<file path="src/rtl/bus_arbiter_8_to_1_16_bit_pkg.sv">
// Shared constants, state encoding and helpers for the 8-to-1 bus arbiter.
package bus_arbiter_8_to_1_16_bit_pkg;

  localparam int NUM_REQ = 8;
  localparam int SEL_W   = 3;
  localparam int DATA_W  = 16;

  typedef enum logic {
    IDLE  = 1'b0,
    GRANT = 1'b1
  } state_e;

  // One-hot grant vector for requester index i.
  function automatic logic [NUM_REQ-1:0] onehot(input logic [SEL_W-1:0] i);
    return NUM_REQ'(1) << i;
  endfunction

endpackage

</file>
<file path="src/rtl/bus_arbiter_8_to_1_16_bit_mux.sv">
// 8:1 16-bit datapath multiplexer.
//   d0..d7 : data inputs
//   s      : 3-bit select (S2..S0)
//   y      : selected word
module mux_8_to_1_16
  import bus_arbiter_8_to_1_16_bit_pkg::*;
(
  input  logic [DATA_W-1:0] d0,
  input  logic [DATA_W-1:0] d1,
  input  logic [DATA_W-1:0] d2,
  input  logic [DATA_W-1:0] d3,
  input  logic [DATA_W-1:0] d4,
  input  logic [DATA_W-1:0] d5,
  input  logic [DATA_W-1:0] d6,
  input  logic [DATA_W-1:0] d7,
  input  logic [SEL_W-1:0]  s,
  output logic [DATA_W-1:0] y
);

  always_comb begin
    unique case (s)
      3'd0:    y = d0;
      3'd1:    y = d1;
      3'd2:    y = d2;
      3'd3:    y = d3;
      3'd4:    y = d4;
      3'd5:    y = d5;
      3'd6:    y = d6;
      default: y = d7;
    endcase
  end

endmodule

</file>
<file path="src/rtl/bus_arbiter_8_to_1_16_bit_rr_pick_8.sv">
// Round-robin picker: finds the first set bit of mask searching from last+1
// upward, wrapping modulo 8.
//   mask : candidate requesters
//   last : index most recently served (lowest priority this round)
//   any  : at least one candidate present
//   win  : index of the winning candidate (valid when any=1)
module rr_pick_8
  import bus_arbiter_8_to_1_16_bit_pkg::*;
(
  input  logic [NUM_REQ-1:0] mask,
  input  logic [SEL_W-1:0]   last,
  output logic               any,
  output logic [SEL_W-1:0]   win
);

  logic [SEL_W-1:0]     start;
  logic [2*NUM_REQ-1:0] dbl;
  logic [NUM_REQ-1:0]   rot;
  logic [SEL_W-1:0]     idx;

  // Rotate so that requester last+1 lands at bit 0; the lowest set bit of the
  // rotated mask is then the round-robin winner, offset back by start.
  assign start = last + 3'd1;
  assign dbl   = {mask, mask} >> start;
  assign rot   = dbl[NUM_REQ-1:0];
  assign any   = |mask;

  always_comb begin
    // NOTE: idx gets a default before the loop so no path leaves it unassigned (no latch).
    idx = '0;
    for (int i = NUM_REQ - 1; i >= 0; i--) begin
      if (rot[i]) idx = SEL_W'(i);
    end
  end

  assign win = idx + start;

endmodule

</file>
<file path="src/rtl/bus_arbiter_8_to_1_16_bit.sv">
// Round-robin arbiter sharing one 16-bit output bus among 8 requesters, with
// locked bursts capped at MAX_BEATS consecutive beats.
//   clk, rst_n : clock, synchronous active-low reset
//   req, lock  : per-requester request and burst-lock
//   I0..I7     : requester data words
//   out_data   : I[sel] (combinational)
//   out_valid  : registered; a word is presented
//   out_ready  : consumer accepts; transfer = out_valid & out_ready
//   gnt, sel   : registered one-hot grant and its index
//   ack        : per-requester pulse on each transferred beat
module bus_arbiter_8_to_1_16_bit
  import bus_arbiter_8_to_1_16_bit_pkg::*;
#(
  parameter int unsigned MAX_BEATS = 4
) (
  input  logic               clk,
  input  logic               rst_n,
  input  logic [NUM_REQ-1:0] req,
  input  logic [NUM_REQ-1:0] lock,
  input  logic [DATA_W-1:0]  I0,
  input  logic [DATA_W-1:0]  I1,
  input  logic [DATA_W-1:0]  I2,
  input  logic [DATA_W-1:0]  I3,
  input  logic [DATA_W-1:0]  I4,
  input  logic [DATA_W-1:0]  I5,
  input  logic [DATA_W-1:0]  I6,
  input  logic [DATA_W-1:0]  I7,
  output logic [DATA_W-1:0]  out_data,
  output logic               out_valid,
  input  logic               out_ready,
  output logic [NUM_REQ-1:0] gnt,
  output logic [SEL_W-1:0]   sel,
  output logic [NUM_REQ-1:0] ack
);

  state_e             state;
  logic [SEL_W-1:0]   last;
  logic [3:0]         beat_cnt;

  logic [NUM_REQ-1:0] pick_mask;
  logic [SEL_W-1:0]   pick_last;
  logic               pick_any;
  logic [SEL_W-1:0]   pick_win;
  logic               xfer;
  logic               cont;

  assign xfer = out_valid & out_ready;
  assign cont = lock[sel] & req[sel] & (beat_cnt < 4'(MAX_BEATS));
  assign ack  = gnt & {NUM_REQ{xfer}};

  // When re-arbitrating after a beat, the current holder is excluded and the
  // search starts just after it, so a requester that re-raises req right after
  // its ack waits a full round.
  always_comb begin
    pick_mask = req;
    pick_last = last;
    if (state == GRANT) begin
      pick_mask = req & ~gnt;
      pick_last = sel;
    end
  end

  rr_pick_8 u_pick (
    .mask (pick_mask),
    .last (pick_last),
    .any  (pick_any),
    .win  (pick_win)
  );

  always_ff @(posedge clk) begin
    // NOTE: non-blocking assignments so every register samples pre-edge values.
    if (!rst_n) begin
      state     <= IDLE;
      gnt       <= '0;
      sel       <= '0;
      out_valid <= 1'b0;
      beat_cnt  <= '0;
      last      <= 3'd7;
    end else if (state == IDLE) begin
      if (pick_any) begin
        state     <= GRANT;
        gnt       <= onehot(pick_win);
        sel       <= pick_win;
        out_valid <= 1'b1;
        beat_cnt  <= 4'd1;
      end
    end else if (xfer) begin
      if (cont) begin
        beat_cnt <= beat_cnt + 4'd1;
      end else begin
        last <= sel;
        if (pick_any) begin
          gnt      <= onehot(pick_win);
          sel      <= pick_win;
          beat_cnt <= 4'd1;
        end else begin
          state     <= IDLE;
          gnt       <= '0;
          out_valid <= 1'b0;
          beat_cnt  <= '0;
        end
      end
    end
  end

  mux_8_to_1_16 u_mux (
    .d0 (I0), .d1 (I1), .d2 (I2), .d3 (I3),
    .d4 (I4), .d5 (I5), .d6 (I6), .d7 (I7),
    .s  (sel),
    .y  (out_data)
  );

endmodule

</file>
<file path="config.mk">
export PLATFORM = sky130hd
export DESIGN_NAME = bus_arbiter_8_to_1_16_bit
export DESIGN_NICKNAME = d
export VERILOG_FILES = /design/src/rtl/bus_arbiter_8_to_1_16_bit_pkg.sv /design/src/rtl/bus_arbiter_8_to_1_16_bit_mux.sv /design/src/rtl/bus_arbiter_8_to_1_16_bit_rr_pick_8.sv /design/src/rtl/bus_arbiter_8_to_1_16_bit.sv
export SDC_FILE = /design/constraint.sdc
export NUM_CORES = 1
export LEC_CHECK = 0
export ABC_AREA = 1
export BUFFER_PORTS_ARGS = -buffer_cell sky130_fd_sc_hd__buf_4
export CORE_MARGIN = 5
export CORE_UTILIZATION = 45
export DETAILED_ROUTE_END_ITERATION = 6
export PLACE_DENSITY = 0.89
export RECOVER_POWER = 50
export SLEW_MARGIN = 20
export SYNTH_ARGS = -nofsm -noshare
export SYNTH_HDL_FRONTEND = slang
export SYNTH_HIERARCHICAL = 1
export SYNTH_SLANG_ARGS = --single-unit
</file>
<file path="constraint.sdc">
create_clock -name clk -period 4.9 [get_ports clk]
set_clock_uncertainty 0.15 [all_clocks]
set_input_delay 0.49 -clock clk [delete_from_list [all_inputs] [get_ports clk]]
set_output_delay 0.49 -clock clk [all_outputs]
set_load 0.1 [all_outputs]
</file>
Word-level counts from Yosys, hierarchy flattened
Index checks and enable logic that the tools add are counted.
{ "classes": {"addsub": 3, "order_cmp": 2, "eq_ne": 9, "shift": 2, "muxes": 38, "bitwise_logic": 7, "n_reduce_logical": 8} }
{ "ops": {"columns": ["op", "count"], "rows": [
  ["$pmux W16 S7", 1],
  ["$mux W8", 6],
  ["$mux W3", 13],
  ["$and A8 B8 Y8", 2],
  ["$mux W4", 4],
  ["$shr A16 B3 Y8", 1],
  ["$mux W1", 12],
  ["$eq A3 B3 Y1 const B", 3],
  ["$not A8 Y8", 1],
  ["$reduce_or A8 Y1", 1],
  ["$shl A1 B3 Y8 const A", 1],
  ["$bmux W1 S3", 2],
  ["$eq A3 B2 Y1 const B", 2],
  ["$reduce_and A3 Y1", 2],
  ["$add A4 B1 Y4 const B", 1],
  ["$lt A3 B4 Y1 const B", 1],
  ["$lt A4 B3 Y1 const B", 1],
  ["$ne A2 B2 Y1 const B", 2],
  ["$reduce_and A2 Y1", 2],
  ["$reduce_and A4 Y1", 1],
  ["$add A3 B1 Y3 const B", 1],
  ["$add A3 B3 Y3", 1],
  ["$and A1 B1 Y1", 3],
  ["$eq A3 B1 Y1 const B", 1],
  ["other kinds (4)", 4]
]} }
{ "totals": {"ff_bits": 20, "inputBits": 147, "out_inout_bits": 36, "wordCells": 75} }

Depth between registers and ports, before layout
{ "depth": {"word_depth": 18, "ltp_mapped": 30, "mapped_depth_nobuf": 29} }

By module
Netlist, hierarchy kept.
{ "modules_own_cells": {"columns": ["module", "instances", "cells_per_inst", "area_each_um2", "seq_area_each_um2"], "rows": [
  ["mux_8_to_1_16", 1, 277, 1338.8, 0.0],
  ["bus_arbiter_8_to_1_16_bit", 1, 197, 1232.4, 400.4],
  ["rr_pick_8", 1, 101, 541.8, 0.0]
]} }

Worst setup path after synthesis
OpenSTA, ideal clock, no wires.
{ "synth_path": {"path_kind": "flip-flop to flip-flop", "start": "register sel[0]", "end": "register gnt[4]", "setup_ps": 64, "t_arrival_ps": 4058, "required_ps": 4686, "slack_ps": 628, "path_stages_with_launch": 29, "path_buffers": 1, "synth_period_minus_slack_ps": 4272, "path_cell_list": "dfxtp_1 inv_2 o21ai_0 ha_1 buf_6 inv_4 nand3_1 nand2_1 nand2_1 nand2_1 nand2_1 nand2_1 nand2_1 nand2_1 nand2_1 a21oi_2 ha_1 inv_1 fa_1 xor2_1 nand3b_1 nand2_1 inv_1 inv_1 nor2_1 nand2_1 nand4_1 nand2_1 nor2_1"} }
{ "synth_via": {"elab_chain_cells": 17, "elab_cells_between_ends": 26, "classes_between": "add/sub: 2; eq/ne: 1; shift: 2; mux: 18; bitwise: 2; reduce/logical: 1"} }
{ "synth_rtl": {"columns": ["item", "line_no", "source"], "rows": [
  ["start: declaration", "bus_arbiter_8_to_1_16_bit.sv:32", "output logic [SEL_W-1:0] sel,"],
  ["start signal: assignment", "bus_arbiter_8_to_1_16_bit.sv:83", "sel <= pick_win;"],
  ["start signal: assignment", "bus_arbiter_8_to_1_16_bit.sv:94", "sel <= pick_win;"],
  ["$mux W3 *", "bus_arbiter_8_to_1_16_bit.sv:57", "if (state == GRANT) begin"],
  ["named net pick_last[0]", "bus_arbiter_8_to_1_16_bit.sv:41", "logic [SEL_W-1:0] pick_last;"],
  ["$add A3 B1 Y3 *", "bus_arbiter_8_to_1_16_bit_rr_pick_8.sv:23", "assign start = last + 3'd1;"],
  ["$shr A16 B3 Y8", "bus_arbiter_8_to_1_16_bit_rr_pick_8.sv:24", "assign dbl = {mask, mask} >> start;"],
  ["$mux W3 (8 in a row)", "bus_arbiter_8_to_1_16_bit_rr_pick_8.sv:32", "if (rot[i]) idx = SEL_W'(i);"],
  ["$add A3 B3 Y3 *", "bus_arbiter_8_to_1_16_bit_rr_pick_8.sv:36", "assign win = idx + start;"],
  ["named net pick_win[2]", "bus_arbiter_8_to_1_16_bit.sv:43", "logic [SEL_W-1:0] pick_win;"],
  ["$shl A1 B3 Y8 *", "bus_arbiter_8_to_1_16_bit_pkg.sv:15", "return NUM_REQ'(1) << i;"],
  ["$mux W8", "bus_arbiter_8_to_1_16_bit.sv:92", "if (pick_any) begin"],
  ["$mux W8", "bus_arbiter_8_to_1_16_bit.sv:88", "if (cont) begin"],
  ["$mux W8", "bus_arbiter_8_to_1_16_bit.sv:87", "end else if (xfer) begin"],
  ["$mux W8 *", "bus_arbiter_8_to_1_16_bit.sv:79", "end else if (state == IDLE) begin"],
  ["end signal: assignment", "bus_arbiter_8_to_1_16_bit.sv:82", "gnt <= onehot(pick_win);"],
  ["end signal: assignment", "bus_arbiter_8_to_1_16_bit.sv:93", "gnt <= onehot(pick_win);"],
  ["end: declaration", "bus_arbiter_8_to_1_16_bit.sv:31", "output logic [NUM_REQ-1:0] gnt,"]
]} }
The timed path passes the listed nets; every way through them passes the cells marked *. The select of a mux whose other input is x is not followed.
A chain may end at the register's enable or synchronous reset.

Final worst setup path
{ "layout_path": {"start": "register state", "end": "register gnt[4]"} }
{ "layout_via": {"elab_chain_cells": 17, "elab_cells_between_ends": 24, "classes_between": "add/sub: 2; eq/ne: 2; shift: 2; mux: 15; reduce/logical: 3"} }
{ "layout_rtl": {"columns": ["item", "line_no", "source"], "rows": [
  ["start: declaration", "bus_arbiter_8_to_1_16_bit.sv:36", "state_e state;"],
  ["start signal: assignment", "bus_arbiter_8_to_1_16_bit.sv:73", "state <= IDLE;"],
  ["start signal: assignment", "bus_arbiter_8_to_1_16_bit.sv:81", "state <= GRANT;"],
  ["start signal: assignment", "bus_arbiter_8_to_1_16_bit.sv:97", "state <= IDLE;"],
  ["$mux W3 *", "bus_arbiter_8_to_1_16_bit.sv:57", null],
  ["named net pick_last[0]", "bus_arbiter_8_to_1_16_bit.sv:41", null],
  ["$add A3 B1 Y3 *", "bus_arbiter_8_to_1_16_bit_rr_pick_8.sv:23", null],
  ["$shr A16 B3 Y8", "bus_arbiter_8_to_1_16_bit_rr_pick_8.sv:24", null],
  ["$mux W3 (8 in a row)", "bus_arbiter_8_to_1_16_bit_rr_pick_8.sv:32", null],
  ["$add A3 B3 Y3 *", "bus_arbiter_8_to_1_16_bit_rr_pick_8.sv:36", null],
  ["named net pick_win[2]", "bus_arbiter_8_to_1_16_bit.sv:43", null],
  ["$shl A1 B3 Y8 *", "bus_arbiter_8_to_1_16_bit_pkg.sv:15", null],
  ["$mux W8", "bus_arbiter_8_to_1_16_bit.sv:92", null],
  ["$mux W8", "bus_arbiter_8_to_1_16_bit.sv:88", null],
  ["$mux W8", "bus_arbiter_8_to_1_16_bit.sv:87", null],
  ["$mux W8 *", "bus_arbiter_8_to_1_16_bit.sv:79", null]
]} }
Marked as above.

==> run summary <==
Worst Path Max Fanout = 18
Syn Nets = 727
Die Y = 93.2 microns
#FFs+latches synth = 20
Setup_tns = 0 ns
CP Launch Type = register
Period utilization = 88.0%
Vias in the first global route = 4,276
Tmin final = 4.31 ns
CP Capture Point = gnt[4]$_SDFFE_PN0P_
Final Max Slew Viols = 0
Yosys warning count = 6
Max rail drop VDD = 0.000492 V
Clock root cell = clkbuf_8
Slew HR = 21.4%
Crit path capture type = register
1st-pass router iterations = 5
CP Class = reg2reg
Worst setup margin = 0.590 ns
DR WL/cell = 16.6 microns
Initial antenna violation count = 0
DR vias = 4,618
P&R area growth vs syn = 41.0%
Register area share after synthesis = 12.9%
Post-Syn Area = 3110 sq um
GP Congestion = 0.968
Drt total wl = 13,400 microns
Final hold violations = 0
Dpl hpwl = 10,500 microns
Critical R2R Launch = state$_SDFF_PN0_
Crit path DAT = 4.36 ns
Iter 0 DRT Violations = 413
Hold Path Class = reg2reg
Async S/R FF share, synth = 0%
Die W = 93.2 microns
H-tree Lvls = 1
Clock tree buffer depth = 2
Syn_area_per_cell = 5.41 sq um
Leakage power = 0.00242 uW
Largest net degree at the start of global routing = 57
Clock-pin slew on the worst setup and hold paths = 0.08 ns
Starting Density = 46.1%
Inserted Diodes = 0
Place WS = 0.388 ns
Worst Tran Pin Value = 1.18 ns
Via density = 5.73
Post-synth top area cell = nand2_1
Top-count cell post-synth = nand2_1
Layout Nets = 879
Critical Path RT = 4.95 ns
Die ar. = 8680 sq um
Ranking of synthesized cells by area = nand2_1 (19%), nand4_1 (19%), dfxtp_1 (13%), nand3_1 (11%), nor2_1 (9.4%)
Util after Layout = 65.0%
First-pass GRT wire length = 21,000 microns
RSZ-0062 raised after global routing = no
R2r setup slk = 0.59 ns
Count of cell types in the netlist = 32
I/O Pins = 183
Fillers = 637
CTS tree = yes
Critical Path Source = state$_SDFF_PN0_
R2R depth = 27
Top-area cell type share of the netlist area = 18.9%
Reg2reg end = gnt[4]$_SDFFE_PN0P_
DRC errors left = 0
Worst-Skew Late Latency = 0.26 ns
F_max = 232 MHz
Setup violations, final = 0
# clock sinks = 20
Row Count = 30
Most instantiated cells after synthesis = nand2_1 (157), nand4_1 (94), nor2_1 (78)
Top FF cell, synth = dfxtp_1
Number of flops mapped to enable cells by yosys = 0
Grt total ovfl = 0
Antenna viol nets, final = 0
GRT Total Usage = 29.3%
Share of cells above drive strength 1 = 28.1%
Max-capacitance violation count = 0
Instance count of the mapped netlist = 575
CTS buffer count = 3
Port bufs = 182
CORE AREA = 6760 sq um
Status = finished clean
Cell Pwr Density = 546 nW/um^2
how the worst min path moves through the flow:
| stage | slack, ns | cells after the start | startpoint | end |
|---|---|---|---|---|
| final | 0.29 | 2 | beat_cnt[3]$_SDFFE_PN0P_ | beat_cnt[3]$_SDFFE_PN0P_ |
| after global routing | 0.31 | 2 | beat_cnt[3]$_SDFFE_PN0P_ | beat_cnt[3]$_SDFFE_PN0P_ |
| after CTS | 0.29 | 2 | beat_cnt[3]$_SDFFE_PN0P_ | beat_cnt[3]$_SDFFE_PN0P_ |
| after detailed placement | 0.28 | 2 | beat_cnt[3]$_SDFFE_PN0P_ | beat_cnt[3]$_SDFFE_PN0P_ |
| after global placement | 0.28 | 2 | beat_cnt[3]$_SDFFE_PN0P_ | beat_cnt[3]$_SDFFE_PN0P_ |
| after floorplan | 0.27 | 2 | beat_cnt[3]$_SDFFE_PN0P_ | beat_cnt[3]$_SDFFE_PN0P_ |
flip-flops by register name, indices dropped and copies added (netlist names):
register   cells
last           3
gnt            8
out_valid      1
state          1
beat_cnt       4
sel            3
kinds of logic after synthesis:
group / count (synthesis) / share of synthesized area [%]
XOR/XNOR: 1 / 0.281
flip-flops: 20 / 12.9
buffers and inverters: 102 / 14.7
AO/OA/AOI/OAI: 23 / 4.74
adder cells (fa/ha/maj): 5 / 2.25
AND/OR/NAND/NOR: 424 / 65.2
metrics by stage:
stage | power (uW) | instances | instance area [sq um] | hold WS, ns
CTS | 2400 | 806 | 4470 | 0.291
floorplan | 1810 | 575 | 3110 | 0.267
finish | 2390 | 806 | 4390 | 0.288
global placement | 2210 | 802 | 4400 | 0.276
global route | 2530 | 806 | 4390 | 0.309
detailed placement | 2230 | 802 | 4400 | 0.280
area by class of cell:
class / instances / area [sq um] / area share [%]
clock inverter: 1 / 30.0 / 0.684
inverter: 63 / 246 / 5.62
sequential: 20 / 405 / 9.24
tap: 80 / 100 / 2.28
multi-input combinational: 453 / 2240 / 51.0
timing repair buffer: 186 / 1330 / 30.3
clock buffer: 3 / 41.3 / 0.941
power breakdown:
part           internal [uW]  switching, uW  total, uW  leakage [uW]
Clock                    109           55.8        165     0.0000357
Sequential               192           24.2        216      0.000166
Combinational            457           1560       2010       0.00222
Total                    758           1640       2390       0.00242
critical path: stages, from the launching register on:
cell      delay, ns
dfxtp_2        0.50
clkinv_1       0.28
o21ai_0        0.31
ha_1           0.41
inv_4          0.15
nand3_1        0.08
nand2_1        0.08
nand2_1        0.08
nand2_1        0.07
nand2_1        0.05
nand2_1        0.05
nand2_1        0.04
nand2_1        0.05
nand2_1        0.06
a21oi_2        0.13
ha_1           0.16
inv_1          0.06
fa_1           0.42
xor2_1         0.20
nand3b_1       0.13
nand2_1        0.06
inv_1          0.08
inv_1          0.06
nor2_1         0.23
nand2_1        0.09
nand4_1        0.11
nand2_1        0.07
nor2_1         0.08
metal layers:
layer	wire [microns]	part of all wire [%]	track usage [%]
met3	1470	11	4.75
met5	0	0	0
met2	6500	49	50.9
met1	4900	37	36.8
met4	488	3.7	9.52
layout by cell type (no fill, tap or decap), types with 6 or more instances in the layout:
| cell type | instances |
|---|---|
| nor2_1 | 78 |
| nand4_1 | 94 |
| buf_4 | 168 |
| nand2_2 | 13 |
| a21boi_0 | 8 |
| nand2_1 | 159 |
| clkbuf_1 | 18 |
| o21ai_0 | 6 |
| dfxtp_1 | 16 |
| nand3_1 | 71 |
| inv_1 | 54 |
timing repair:
action                     CTS  global route
hold endpoints to repair     0             0
buffers inserted             0             0
setup endpoints to repair    0             8
hold buffers                 0             0
resized for setup            0             1
No activity file was read; power rests on OpenSTA's default activity.
